### src/rtl/joy_sega6_reader.sv
// Dual DB9 Sega pad reader: drives the shared select line through a fixed step sequence
// and publishes active-low {M,X,Y,Z,S,A,C,B,R,L,D,U} words once per scan frame.
module joy_sega6_reader #(
  parameter int unsigned FRAME_STEPS = 256,
  parameter int unsigned SYNC_STAGES = 2
) (
  input  logic        clk_i,
  input  logic        reset_i,
  input  logic        step_i,
  input  logic [5:0]  joy1_i,
  input  logic [5:0]  joy2_i,
  output logic        sel_o,
  output logic [11:0] joy1_o,
  output logic [11:0] joy2_o,
  output logic        joy1_six_o,
  output logic        joy2_six_o,
  output logic        frame_o
);

  localparam int unsigned CntW = $clog2(FRAME_STEPS);
  localparam logic [CntW-1:0] LastStep = CntW'(FRAME_STEPS - 1);

  logic [CntW-1:0] step_q, step_d;

  logic [11:0]       sync_q [SYNC_STAGES];
  logic [1:0][5:0]   pin;

  logic              sel_q, sel_d;
  logic [1:0][11:0]  shadow_q, shadow_d;
  logic [1:0]        six_tmp_q, six_tmp_d;
  logic [1:0][11:0]  joy_q, joy_d;
  logic [1:0]        six_q, six_d;
  logic              frame_q, frame_d;

  // Pin synchronisers; reset to the idle (released) level.
  always_ff @(posedge clk_i) begin
    if (reset_i) begin
      for (int i = 0; i < int'(SYNC_STAGES); i++) sync_q[i] <= 12'hFFF;
    end else begin
      sync_q[0] <= {joy2_i, joy1_i};
      for (int i = 1; i < int'(SYNC_STAGES); i++) sync_q[i] <= sync_q[i-1];
    end
  end

  assign pin = sync_q[SYNC_STAGES-1];

  // Step counter state register.
  always_ff @(posedge clk_i) begin
    if (reset_i) step_q <= '0;
    else         step_q <= step_d;
  end

  always_comb begin
    step_d = step_q;
    if (step_i) step_d = (step_q == LastStep) ? '0 : step_q + 1'b1;
  end

  // Step actions: select drive, shadow capture and atomic publish.
  always_comb begin
    sel_d     = sel_q;
    shadow_d  = shadow_q;
    six_tmp_d = six_tmp_q;
    joy_d     = joy_q;
    six_d     = six_q;
    frame_d   = 1'b0;
    if (step_i) begin
      case (step_q)
        CntW'(0): sel_d = 1'b0;
        CntW'(1): sel_d = 1'b1;
        CntW'(2): begin
          for (int p = 0; p < 2; p++) shadow_d[p][5:0] = pin[p];
          six_tmp_d = 2'b00;
          sel_d     = 1'b0;
        end
        CntW'(3): begin
          // R and L both low with select low only happens on a Mega Drive pad.
          for (int p = 0; p < 2; p++) begin
            if (pin[p][3:2] == 2'b00) shadow_d[p][7:6] = pin[p][5:4];
            else                      shadow_d[p][7:4] = {2'b11, pin[p][5:4]};
          end
          sel_d = 1'b1;
        end
        CntW'(4): sel_d = 1'b0;
        CntW'(5): begin
          for (int p = 0; p < 2; p++) begin
            six_tmp_d[p] = six_tmp_q[p] | (pin[p][3:0] == 4'h0);
          end
          sel_d = 1'b1;
        end
        CntW'(6): begin
          for (int p = 0; p < 2; p++) begin
            if (six_tmp_q[p]) shadow_d[p][11:8] = pin[p][3:0];
          end
          sel_d = 1'b0;
        end
        CntW'(7): begin
          for (int p = 0; p < 2; p++) begin
            joy_d[p] = {six_tmp_q[p] ? shadow_q[p][11:8] : 4'hF, shadow_q[p][7:0]};
          end
          six_d   = six_tmp_q;
          frame_d = 1'b1;
          sel_d   = 1'b1;
        end
        default: sel_d = 1'b1;
      endcase
    end
  end

  always_ff @(posedge clk_i) begin
    if (reset_i) begin
      sel_q     <= 1'b1;
      shadow_q  <= {2{12'hFFF}};
      six_tmp_q <= 2'b00;
      joy_q     <= {2{12'hFFF}};
      six_q     <= 2'b00;
      frame_q   <= 1'b0;
    end else begin
      sel_q     <= sel_d;
      shadow_q  <= shadow_d;
      six_tmp_q <= six_tmp_d;
      joy_q     <= joy_d;
      six_q     <= six_d;
      frame_q   <= frame_d;
    end
  end

  assign sel_o      = sel_q;
  assign joy1_o     = joy_q[0];
  assign joy2_o     = joy_q[1];
  assign joy1_six_o = six_q[0];
  assign joy2_six_o = six_q[1];
  assign frame_o    = frame_q;

endmodule

### config.mk
export PLATFORM = sky130hd
export DESIGN_NAME = joy_sega6_reader
export DESIGN_NICKNAME = d
export VERILOG_FILES = /design/src/rtl/joy_sega6_reader.sv
export SDC_FILE = /design/constraint.sdc
export NUM_CORES = 1
export LEC_CHECK = 0
export ABC_AREA = 1
export ABC_CLOCK_PERIOD_IN_PS = 3400
export CORE_ASPECT_RATIO = 1.5
export CORE_UTILIZATION = 51
export CTS_CLUSTER_DIAMETER = 40
export DETAILED_ROUTE_END_ITERATION = 16
export GPL_ROUTABILITY_DRIVEN = 0
export PLACE_DENSITY_LB_ADDON = 0.25
export SLEW_MARGIN = 20
export SYNTH_ARGS = -nofsm -noshare
export SYNTH_HDL_FRONTEND = slang
export SYNTH_SLANG_ARGS = --single-unit
export TNS_END_PERCENT = 20
### constraint.sdc
create_clock -name clk_i -period 3.4 [get_ports clk_i]
set_input_delay 0.68 -clock clk_i [delete_from_list [all_inputs] [get_ports clk_i]]
set_output_delay 0.68 -clock clk_i [all_outputs]
set_load 0.005 [all_outputs]
==> results.md <==
* Hold Buf Count CTS at 0
* Dpl hpwl at 4303 µm
* Port bufs at 42
* Worst hold path class: reg2reg
* 1st-iter DRT viols at 146
* Area grow syn2layout at 18.77%
* Simple-gate area share of the yosys netlist at 28.12%
* Synth area leaders: dfxtp_1, nand2_1, nand3_1
* Post-synth top area cell: dfxtp_1
* Pwr Density at 481.0 nW/µm²
* Starting density of the core at 53.06%
* Vias in the first global route at 2318
* Number of synthesis warnings at 0
* Clk sinks at 86
* Final period util at 64.10%
* Flop pwr share at 56.6%
* Compound-cell area share of the yosys netlist at 10.19%
* Final Hold Vio Count at 0
* Proportion of synthesized area in mux cells at 0%
* Worst Setup End Kind: register
* CP arrival at 2420 ps
* Post-synth top flop: dfxtp_1
* Count leader, synth: dfxtp_1
* Final setup margin at 1221 ps
* Status: completed
* Layout Nets at 428
* Post-synthesis adder-cell area fraction at 1.538%
* Worst slew pin tran at 526.0 ps
* Final wirelength at 6159 µm
* First-pass GRT wire length at 10240 µm
* Hold Path Stages at 1
* R2R cell count at 6
* Routed WL per cell at 12.62 µm
* Clk_skew at 13.60 ps
* Later-pin clock latency in the skew report at 350 ps
* Rel. slew slack at 64.83%
* Clk pin slew, worst setup/hold paths at 80 ps
* Fmax at 458.8 MHz
* WHS at 412.3 ps
* Pre-CTS setup slack at 842.6 ps
* Switching pwr at 0.4339 mW
* Ant diodes at 0
* Async SR Flop Fraction at 0%
* Synth Area in XOR/XNOR at 0.2692%
* Overall Global Routing Usage at 20.33%
* Largest net degree at the start of global routing at 44
* Resize count post-CTS at 0
* Comb pwr share at 6.0%
* Max IR drop VDD at 0.2950 mV
* P_int at 1.425 mW
* Mean post-synth cell area at 8.816 µm²
* Final instance area at 3864 µm²
* Finish-stage setup viols at 0
* Maxcap violations at 0
* Critical path launch point type: input pin
* Slowest-stage cell, CP: clkdlybuf4s50_1
* Placed Instances at 472
* Mapped Nets at 388
* Critical-path maximum fanout at 13
* Core Box Area at 6131 µm²
* FILL cells at 575
* Data required time of the critical path at 3640 ps
* Net Sw Frac at 23.35%
* Routed vias at 2529
* Cell breakdown of the critical path: clkdlybuf4s50_1 > nand2_1 > nor3_2 > o21ai_0 > inv_1 > a21oi_1
* Fin util at 63.02%
* Main combinational cell family by area after synthesis: simple AND/OR/NAND/NOR gates
* Vias per cell at 5.182
* Pre-antenna DRT Iters at 4
* Share of the synthesized area in the top cell type at 52.92%
* Setup TNS at 0 ps
* GR Overflow Total at 0
* Post-CTS setup buffers at 0
* Final Total Pwr at 1.859 mW
* Static leakage at 1.704 nW
* Share of layout cells above drive strength 1 at 15.94%
* Syn Inst Count at 369
* IO Pins at 43
* Post-route ant nets at 0
* WS Path Type: in2reg
* Die Ht at 99.82 µm
* Area post-placement at 3667 µm²
* Initial antenna violation count at 0
* Clock share of power at 37.4%
* Post-synth EDFFs at 0
* H-tree Lvls at 3
* Post-route DRC violation count at 0
* Die width at 67.21 µm
* Final min period at 2180 ps
* Root Buffer: clkbuf_8
* Row cnt at 35
* Die Footprint at 6709 µm²
* Post-synthesis cell type count at 29
* Largest stage delay, worst path at 800 ps
* Fin cells at 488
* Most frequent cells after synthesis: dfxtp_1, nand2_1, nand3_1
* Clock Tree Buf Depth at 2
* TritonCTS buffer count at 9
* Final Slew Violations at 0
* CTS tree: built
* Sequential-to-total area share from yosys stat at 52.92%
* Seq cells post-synth at 86
* Unrepaired setup endpoints after global routing: false
* Synth Cell Area at 3253 µm²
==> final timing paths <==
kind	startpoint	to	slack [ps]
setup / recovery	step_i	step_q[0]	1220
hold / removal	sync_q[0][8]	sync_q[0][20]	410
setup reg to reg	step_q[0]	joy1_o[10]	1660
hold reg to reg	sync_q[0][8]	sync_q[0][20]	410
==> cells by family after synthesis <==
| logic type | count (synthesis) |
|---|---|
| AOI/OAI and AO/OA | 51 |
| xor gates and xnor gates | 1 |
| adders and majority gates | 4 |
| buffers and inverters | 45 |
| DFF | 86 |
| and+or+nand+nor | 182 |
==> registers in the layout (all words and copies together) (netlist names) <==
name,count
shadow_q,24
joy1_o,12
frame_o,1
sync_q,24
joy2_o,12
six_tmp_q,2
step_q,8
sel_o,1
six_q,2
==> layer usage <==
metal	wire length, µm	vias up	part of all wire, %	track usage, %
li1	-	1293	-	-
met1	2636	1153	43	22.41
met2	3106	65	50	34.15
met3	205	18	3.3	4.545
met4	210	0	3.4	12.93
met5	0	-	0	0
==> layout by cell type (no fill, tap or decap), drive strengths merged <==
cell type | Yosys | layout
clkdlybuf4s50 | 0 | 42
o211ai | 21 | 21
nand4 | 1 | 1
o21ai | 13 | 13
nor2 | 24 | 24
or2 | 24 | 24
buf | 10 | 2
xor2 | 1 | 1
ha | 4 | 4
nand3 | 45 | 45
a41oi | 1 | 1
clkinvlp | 0 | 2
clkbuf | 3 | 9
nand2 | 76 | 76
bufinv | 0 | 1
nor4 | 3 | 3
inv | 30 | 31
nor3 | 9 | 9
a21oi | 16 | 16
dfxtp | 86 | 86
clkinv | 0 | 3
==> critical path, delay by kind of cell <==
family,cells,cell delay (ps)
AO/OA/AOI/OAI,2,230
buffers and inverters,2,910
AND/OR/NAND/NOR,2,600
==> power by group through the flow <==
stage               sequential (mW)  combinational (mW)  clock, mW
floorplan                      1.07              0.0789          0
global placement               1.07               0.107          0
detailed placement             1.08               0.110          0
CTS                            1.05               0.111      0.714
global route                   1.05               0.126      0.748
finish                         1.05               0.111      0.696
==> area by class of cell <==
cell class	instances	area (µm²)	share of cell area, %
Sequential cell	86	1722	44.56
Multi-Input combinational cell	238	1305	33.78
Timing Repair Buffer	44	435.4	11.27
Clock buffer	9	123.9	3.206
Inverter	30	112.6	2.915
Tap cell	74	92.59	2.396
Clock inverter	7	72.57	1.878
Power figures use the tool's default switching activity.
